$ cat config.mk
export PLATFORM = sky130hd
export DESIGN_NAME = wmux_flat
export DESIGN_NICKNAME = d
export VERILOG_FILES = /design/src/rtl/wmux_if.sv /design/src/rtl/wmux.sv /design/src/flat_wrapper.sv
export SDC_FILE = /design/constraint.sdc
export NUM_CORES = 1
export LEC_CHECK = 0
export ABC_AREA = 1
export CAP_MARGIN = 20
export CELL_PAD_IN_SITES_DETAIL_PLACEMENT = 0
export CELL_PAD_IN_SITES_GLOBAL_PLACEMENT = 1
export CORE_ASPECT_RATIO = 1.75
export CORE_MARGIN = 3
export CORE_UTILIZATION = 31
export CTS_CLUSTER_DIAMETER = 60
export DETAILED_ROUTE_END_ITERATION = 7
export HOLD_SLACK_MARGIN = 0.08
export PLACE_DENSITY = 0.89
export SLEW_MARGIN = 10
export SYNTH_ARGS = -nofsm -noshare
export SYNTH_HDL_FRONTEND = slang
export SYNTH_SLANG_ARGS = --single-unit
$ cat constraint.sdc
create_clock -name clk -period 4.9 [get_ports clk]
set_input_delay 0.49 -clock clk [delete_from_list [all_inputs] [get_ports clk]]
set_output_delay 0.49 -clock clk [all_outputs]
set_load 0.005 [all_outputs]
$ cat src/rtl/wmux_if.sv
// Bus bundle for wmux: joined result-beat/address input streams, RAM and SDRAM
// write channels, and frame status. wmux takes the slave view, the stream source the master view.
interface wmux_if #(
    parameter int DW  = 8,
    parameter int DN  = 8,
    parameter int DW1 = 16,
    parameter int IFW = 4,
    parameter int AW  = 14
);
    logic [IFW-1:0]   info;

    logic [DN*DW-1:0] m_data;
    logic             m_data_first;
    logic             m_data_last;
    logic             m_data_valid;
    logic             m_data_ready;

    logic [AW-1:0]    m_addr;
    logic             m_addr_first;
    logic             m_addr_last;
    logic             m_addr_valid;
    logic             m_addr_ready;

    logic [AW-1:0]    s_waddr0;
    logic [DN*DW-1:0] s_wdata0;
    logic             s_wfirst0;
    logic             s_wlast0;
    logic             s_wvalid0;
    logic             s_wready0;

    logic [AW-1:0]    s_waddr1;
    logic [DW1-1:0]   s_wdata1;
    logic             s_wfirst1;
    logic             s_wlast1;
    logic             s_wvalid1;
    logic             s_wready1;

    logic             busy;
    logic             err_sync;
    logic             err_clr;

    modport slave (
        input  info,
        input  m_data, m_data_first, m_data_last, m_data_valid,
        output m_data_ready,
        input  m_addr, m_addr_first, m_addr_last, m_addr_valid,
        output m_addr_ready,
        output s_waddr0, s_wdata0, s_wfirst0, s_wlast0, s_wvalid0,
        input  s_wready0,
        output s_waddr1, s_wdata1, s_wfirst1, s_wlast1, s_wvalid1,
        input  s_wready1,
        output busy, err_sync,
        input  err_clr
    );

    modport master (
        output info,
        output m_data, m_data_first, m_data_last, m_data_valid,
        input  m_data_ready,
        output m_addr, m_addr_first, m_addr_last, m_addr_valid,
        input  m_addr_ready,
        input  s_waddr0, s_wdata0, s_wfirst0, s_wlast0, s_wvalid0,
        output s_wready0,
        input  s_waddr1, s_wdata1, s_wfirst1, s_wlast1, s_wvalid1,
        output s_wready1,
        input  busy, err_sync,
        output err_clr
    );
endinterface

$ cat src/rtl/wmux.sv
// wmux: joins the result-beat and write-address streams and routes each beat to the RAM
// channel or, packed as RGB565, the SDRAM channel. Define WMUX_ROUND_EN to round colour fields.
module wmux #(
    parameter int DW  = 8,
    parameter int DN  = 8,
    parameter int DW1 = 16,
    parameter int IFW = 4,
    parameter int AW  = 14
) (
    input  logic  clk,
    input  logic  rst,
    wmux_if.slave bus
);
    localparam logic [0:0] IDLE  = 1'b0;
    localparam logic [0:0] BURST = 1'b1;

`ifdef WMUX_ROUND_EN
    localparam logic ROUND = 1'b1;
`else
    localparam logic ROUND = 1'b0;
`endif

    logic [0:0]       state_q, state_d;
    logic [IFW-1:0]   frame_q, frame_d;
    logic             err_q, err_d;

    logic [AW-1:0]    waddr0_q;
    logic [DN*DW-1:0] wdata0_q;
    logic             wfirst0_q, wlast0_q, wvalid0_q;
    logic [AW-1:0]    waddr1_q;
    logic [DW1-1:0]   wdata1_q;
    logic             wfirst1_q, wlast1_q, wvalid1_q;

    logic             start, dest, ready, accept, err_set;
    logic [IFW-1:0]   cur_info;
    logic [2:0]       chans;
    logic [DN*DW-1:0] masked;
    logic [15:0]      pix565;

    // Argument is the kept field with the next-lower bit appended as the rounding bit.
    function automatic logic [4:0] fit5(input logic [5:0] x);
        logic [5:0] s;
        s = {1'b0, x[5:1]} + {5'd0, ROUND & x[0]};
        fit5 = s[5] ? 5'h1F : s[4:0];
    endfunction

    function automatic logic [5:0] fit6(input logic [6:0] x);
        logic [6:0] s;
        s = {1'b0, x[6:1]} + {6'd0, ROUND & x[0]};
        fit6 = s[6] ? 6'h3F : s[5:0];
    endfunction

    always_comb begin
        start    = (state_q == IDLE) || bus.m_data_first;
        cur_info = start ? bus.info : frame_q;
        dest     = cur_info[3];
        chans    = cur_info[2:0];
        // Ready looks only at the chosen output register, never at the input valids.
        ready    = !rst && (dest ? (!wvalid1_q || bus.s_wready1)
                                 : (!wvalid0_q || bus.s_wready0));
        accept   = ready && bus.m_addr_valid && bus.m_data_valid;

        masked = '0;
        for (int i = 0; i < DN; i++) begin
            if (chans == 3'd0 || i < int'(chans))
                masked[i*DW +: DW] = bus.m_data[i*DW +: DW];
        end
        pix565 = {fit5(masked[23:18]), fit6(masked[15:9]), fit5(masked[7:2])};

        err_set = accept && ((bus.m_addr_first != bus.m_data_first) ||
                             (bus.m_addr_last  != bus.m_data_last)  ||
                             (state_q == IDLE  && !bus.m_data_first) ||
                             (state_q == BURST &&  bus.m_data_first));
        err_d   = err_set ? 1'b1 : (bus.err_clr ? 1'b0 : err_q);

        state_d = state_q;
        frame_d = frame_q;
        if (accept) begin
            state_d = bus.m_data_last ? IDLE : BURST;
            if (start)
                frame_d = bus.info;
        end
    end

    always_ff @(posedge clk or posedge rst) begin
        if (rst) begin
            state_q   <= IDLE;
            frame_q   <= '0;
            err_q     <= 1'b0;
            waddr0_q  <= '0;
            wdata0_q  <= '0;
            wfirst0_q <= 1'b0;
            wlast0_q  <= 1'b0;
            wvalid0_q <= 1'b0;
            waddr1_q  <= '0;
            wdata1_q  <= '0;
            wfirst1_q <= 1'b0;
            wlast1_q  <= 1'b0;
            wvalid1_q <= 1'b0;
        end else begin
            state_q <= state_d;
            frame_q <= frame_d;
            err_q   <= err_d;

            if (accept && !dest) begin
                waddr0_q  <= bus.m_addr;
                wdata0_q  <= masked;
                wfirst0_q <= bus.m_data_first;
                wlast0_q  <= bus.m_data_last;
                wvalid0_q <= 1'b1;
            end else if (bus.s_wready0) begin
                wvalid0_q <= 1'b0;
            end

            if (accept && dest) begin
                waddr1_q  <= bus.m_addr;
                wdata1_q  <= DW1'(pix565);
                wfirst1_q <= bus.m_data_first;
                wlast1_q  <= bus.m_data_last;
                wvalid1_q <= 1'b1;
            end else if (bus.s_wready1) begin
                wvalid1_q <= 1'b0;
            end
        end
    end

    assign bus.m_data_ready = ready;
    assign bus.m_addr_ready = ready;
    assign bus.s_waddr0     = waddr0_q;
    assign bus.s_wdata0     = wdata0_q;
    assign bus.s_wfirst0    = wfirst0_q;
    assign bus.s_wlast0     = wlast0_q;
    assign bus.s_wvalid0    = wvalid0_q;
    assign bus.s_waddr1     = waddr1_q;
    assign bus.s_wdata1     = wdata1_q;
    assign bus.s_wfirst1    = wfirst1_q;
    assign bus.s_wlast1     = wlast1_q;
    assign bus.s_wvalid1    = wvalid1_q;
    assign bus.busy         = (state_q == BURST);
    assign bus.err_sync     = err_q;
endmodule
$ cat src/flat_wrapper.sv
// flat-port wrapper written by rule: the top's interface ports become plain ports
module wmux_flat 
#(
    parameter int DW  = 8,
    parameter int DN  = 8,
    parameter int DW1 = 16,
    parameter int IFW = 4,
    parameter int AW  = 14
)
  (clk, rst, bus_info, bus_m_data, bus_m_data_first, bus_m_data_last, bus_m_data_valid, bus_m_data_ready, bus_m_addr, bus_m_addr_first, bus_m_addr_last, bus_m_addr_valid, bus_m_addr_ready, bus_s_waddr0, bus_s_wdata0, bus_s_wfirst0, bus_s_wlast0, bus_s_wvalid0, bus_s_wready0, bus_s_waddr1, bus_s_wdata1, bus_s_wfirst1, bus_s_wlast1, bus_s_wvalid1, bus_s_wready1, bus_busy, bus_err_sync, bus_err_clr);
  wmux_if #(.DW(DW), .DN(DN), .DW1(DW1), .IFW(IFW), .AW(AW)) bus_i ();
  input  logic clk;
  input  logic rst;
  input wire logic [$bits(bus_i.info)-1:0] bus_info;
  input wire logic [$bits(bus_i.m_data)-1:0] bus_m_data;
  input wire logic [$bits(bus_i.m_data_first)-1:0] bus_m_data_first;
  input wire logic [$bits(bus_i.m_data_last)-1:0] bus_m_data_last;
  input wire logic [$bits(bus_i.m_data_valid)-1:0] bus_m_data_valid;
  output wire logic [$bits(bus_i.m_data_ready)-1:0] bus_m_data_ready;
  input wire logic [$bits(bus_i.m_addr)-1:0] bus_m_addr;
  input wire logic [$bits(bus_i.m_addr_first)-1:0] bus_m_addr_first;
  input wire logic [$bits(bus_i.m_addr_last)-1:0] bus_m_addr_last;
  input wire logic [$bits(bus_i.m_addr_valid)-1:0] bus_m_addr_valid;
  output wire logic [$bits(bus_i.m_addr_ready)-1:0] bus_m_addr_ready;
  output wire logic [$bits(bus_i.s_waddr0)-1:0] bus_s_waddr0;
  output wire logic [$bits(bus_i.s_wdata0)-1:0] bus_s_wdata0;
  output wire logic [$bits(bus_i.s_wfirst0)-1:0] bus_s_wfirst0;
  output wire logic [$bits(bus_i.s_wlast0)-1:0] bus_s_wlast0;
  output wire logic [$bits(bus_i.s_wvalid0)-1:0] bus_s_wvalid0;
  input wire logic [$bits(bus_i.s_wready0)-1:0] bus_s_wready0;
  output wire logic [$bits(bus_i.s_waddr1)-1:0] bus_s_waddr1;
  output wire logic [$bits(bus_i.s_wdata1)-1:0] bus_s_wdata1;
  output wire logic [$bits(bus_i.s_wfirst1)-1:0] bus_s_wfirst1;
  output wire logic [$bits(bus_i.s_wlast1)-1:0] bus_s_wlast1;
  output wire logic [$bits(bus_i.s_wvalid1)-1:0] bus_s_wvalid1;
  input wire logic [$bits(bus_i.s_wready1)-1:0] bus_s_wready1;
  output wire logic [$bits(bus_i.busy)-1:0] bus_busy;
  output wire logic [$bits(bus_i.err_sync)-1:0] bus_err_sync;
  input wire logic [$bits(bus_i.err_clr)-1:0] bus_err_clr;
  assign bus_i.info = bus_info;
  assign bus_i.m_data = bus_m_data;
  assign bus_i.m_data_first = bus_m_data_first;
  assign bus_i.m_data_last = bus_m_data_last;
  assign bus_i.m_data_valid = bus_m_data_valid;
  assign bus_m_data_ready = bus_i.m_data_ready;
  assign bus_i.m_addr = bus_m_addr;
  assign bus_i.m_addr_first = bus_m_addr_first;
  assign bus_i.m_addr_last = bus_m_addr_last;
  assign bus_i.m_addr_valid = bus_m_addr_valid;
  assign bus_m_addr_ready = bus_i.m_addr_ready;
  assign bus_s_waddr0 = bus_i.s_waddr0;
  assign bus_s_wdata0 = bus_i.s_wdata0;
  assign bus_s_wfirst0 = bus_i.s_wfirst0;
  assign bus_s_wlast0 = bus_i.s_wlast0;
  assign bus_s_wvalid0 = bus_i.s_wvalid0;
  assign bus_i.s_wready0 = bus_s_wready0;
  assign bus_s_waddr1 = bus_i.s_waddr1;
  assign bus_s_wdata1 = bus_i.s_wdata1;
  assign bus_s_wfirst1 = bus_i.s_wfirst1;
  assign bus_s_wlast1 = bus_i.s_wlast1;
  assign bus_s_wvalid1 = bus_i.s_wvalid1;
  assign bus_i.s_wready1 = bus_s_wready1;
  assign bus_busy = bus_i.busy;
  assign bus_err_sync = bus_i.err_sync;
  assign bus_i.err_clr = bus_err_clr;
  wmux #(.DW(DW), .DN(DN), .DW1(DW1), .IFW(IFW), .AW(AW)) u_core (.clk(clk), .rst(rst), .bus(bus_i));
endmodule
==> impl_results.md <==
- Synth Instances: 674
- Drt wl/cell: 15.3 um
- Post-cts sizing count: 0
- PD cells: 450 nW/um2
- Num rows: 63
- Critical path launch point type: input pin
- Final critical-path share of the clock period: 60.0%
- Top cells by area, synth: dfrtp_1, nand2_1, nand3_1
- Starting Density: 31.8%
- Relative slew slack: 36.2%
- Final Max Slew Viols: 0
- Hold Path Class: register to register
- DP HPWL: 12,100 um
- Setup TNS: 0 ns
- Crit-path cells: clkdlybuf4s50_1 -> inv_2 -> nand2_4 -> nand2_2 -> nand2_2 -> inv_2 -> nand3_2 -> nand2_1 -> nand2_1
- Core area: 17,100 um2
- Worst r2r path cells: 7
- Fillers: 1,721
- Synth cell types: 24
- Worst-Skew Late Latency: 0.41 ns
- Initial antenna violation count: 2
- P_leak: 4.23 nW
- End of the critical path: u_core.bus.s_wdata1[1]
- Final Hold Fails: 0
- Initial DRC count: 223
- Share of layout cells above drive strength 1: 6.66%
- Post-route ant nets: 0
- Max stage delay on crit path: 0.75 ns
- Final std cells w/o fill: 1,115
- Max-Cap Viols: 0
- Synth cell count leaders: nand2_1, dfrtp_1, nand3_1
- Via-per-instance ratio: 4.45
- Clk_skew: 0.0234 ns
- Status: completed
- Largest net degree at the start of global routing: 82
- Top FF cell, synth: dfrtp_1
- PnR Total Power: 0.00372 W
- Crit-path leading delay family: simple AND/OR/NAND/NOR gates
- Slew at the pin closest to its max-slew limit: 0.957 ns
- CTS Buf Count: 17
- Worst EP required: 5.18 ns
- CTS Hold Bufs: 0
- CP Class: input pin to register
- Die Wd: 106 um
- CTS tree: built
- Worst Setup End Kind: register
- R2R Path Start: u_core.bus.busy
- Worst VDD drop: 0.201 mV
- Drt drc: 0
- First-pass GRT wire length: 26,600 um
- Final wirelength: 17,100 um
- Largest area contributor in the netlist: dfrtp_1
- Crit-path slowest cell: nand3_2
- R2R Path End: u_core.bus.s_wdata1[1]
- CTS root buffer: clkbuf_16
- Hold Crit Start: u_core.bus.s_wdata0[8]
- Post-synth EDFFs: 0
- Remaining Overflow, GRT: 0
- Yosys reg bits: 120
- Setup violations, final: 0
- Synth-to-Final Area Change: 51.9%
- CP Depth: 9
- Clock Path Buffers: 2
- Mapped cell area: 5450 um2
- Final Core Density: 48.4%
- Avg Cell Area, Syn: 8.08 um2
- Ys async rst share: 100%
- Yosys top cell area share: 55.1%
- Buf/Inv on CP: 3
- Final GP Congestion: 0.812
- Maximum clock frequency: 340 MHz
- Share of the yosys chip area belonging to registers: 55.1%
- Buffers on Ports: 210
- TritonCTS Sinks: 120
- # placed instances: 1,082
- Clock-pin slew on the worst setup and hold paths: 0.05 ns
- Die height: 181 um
- Drt pass-1 iters: 4
- Ports: 211
- Synth warnings: 0
- Die area: 19,300 um2
- H-tree lvl count: 4
- Syn nets: 767
- Worst path arrival time: 3.22 ns
- RSZ-0062 raised after global routing: false
- Critical Path Start: bus_m_data_first
- Via count: 4,961
- Gr usage total: 17.9%
- Setup slack, reg-to-reg: 2.06 ns
- Postcts setup bufs: 0
- Critical path peak fanout: 34
- Top-count cell post-synth: nand2_1
- Final #Nets: 968
- Min cycle time layout: 2.94 ns
- Vias in the first global route: 4,932
## metal layers
layer	global-route usage [%]	vias to the layer above	share of wire, %
met5	0	-	0
met4	9.23	0	3.3
met3	3.15	31	4.5
met2	31.3	161	54
met1	20.6	2307	39
li1	-	2462	-
## flip-flops by register name, indices dropped and copies added (netlist names)
name and cells:
u_core.bus.busy 1, u_core.bus.err_sync 1, u_core.bus.s_waddr0 14, u_core.bus.s_waddr1 14, u_core.bus.s_wdata0 64, u_core.bus.s_wdata1 16, u_core.bus.s_wfirst0 1, u_core.bus.s_wfirst1 1
u_core.bus.s_wlast0 1, u_core.bus.s_wlast1 1, u_core.bus.s_wvalid0 1, u_core.bus.s_wvalid1 1, u_core.frame_q 4
## worst min-delay path: stages (launching register included)
cell and delay, ns:
dfrtp_1 0.34, nand2_1 0.05, nand2_1 0.04
## where the power goes
part	internal, W	switching, W
Combinational	0.000605	0.000442
Sequential	0.00124	0.000152
Clock	0.000843	0.000436
## through the flow
stage | hold slack, ns | instance area (um2) | setup slack (ns)
final | 0.468 | 8270 | 1.96
after global routing | 0.489 | 8270 | 1.63
after CTS | 0.471 | 8240 | 1.89
after detailed placement | 0.457 | 7640 | 1.47
after floorplan | 0.465 | 5450 | 0.558
after global placement | 0.454 | 7640 | 1.54
## area by class of cell
cell class / instances / area, um2 / share of cell area [%]
well taps: 227 / 284 / 3.43
diodes: 2 / 5.00 / 0.0605
multi-input cells: 459 / 1990 / 24.0
repair buffers: 214 / 2150 / 26.0
clock buffers: 21 / 480 / 5.81
clock inverters: 9 / 123 / 1.48
inverters: 63 / 239 / 2.89
flip-flops and latches: 120 / 3000 / 36.3
## how the worst min path moves through the flow
stage	slack, ns	depth (start not counted)	endpoint
finish	0.47	2	u_core.bus.s_wdata0[8]
global route	0.49	2	u_core.bus.s_wdata0[8]
CTS	0.47	2	u_core.bus.s_wlast0
detailed placement	0.46	2	u_core.bus.s_wlast0
global placement	0.45	2	u_core.bus.s_wlast1
floorplan	0.46	2	u_core.bus.s_waddr0[0]
## layout by cell type (no fill, tap or decap)
master           synthesis  layout
a21boi_0                 8       8
buf_16                   0       1
buf_4                    6       3
bufinv_16                0       3
clkbuf_16                0      17
clkbuf_8                 0       4
clkdlybuf4s50_1          0     210
clkinv_1                 1       1
clkinv_2                 0       5
clkinvlp_4               0       1
dfrtp_1                120     120
diode_2                  0       2
inv_1                   55      54
inv_2                    7       7
inv_4                    0       1
nand2_1                312     312
nand2_2                  4       4
nand2_4                  1       1
nand3_1                 73      73
nand3_2                  7       7
nand3_4                  1       1
nand3b_1                 2       2
nand4_4                  1       1
nor2_1                  36      36
nor2_4                   2       3
o211ai_1                 1       1
o21ai_0                  6       6
o21ai_1                  3       3
xnor2_1                  1       1
## logic make-up after synthesis
| family | synth area share [%] |
|---|---|
| AO/OA/AOI/OAI | 2.07 |
| AND/OR/NAND/NOR | 34.2 |
| buffers and inverters | 8.50 |
| XOR/XNOR | 0.161 |
| flip-flops | 55.1 |
No activity file was read; power rests on OpenSTA's default activity.
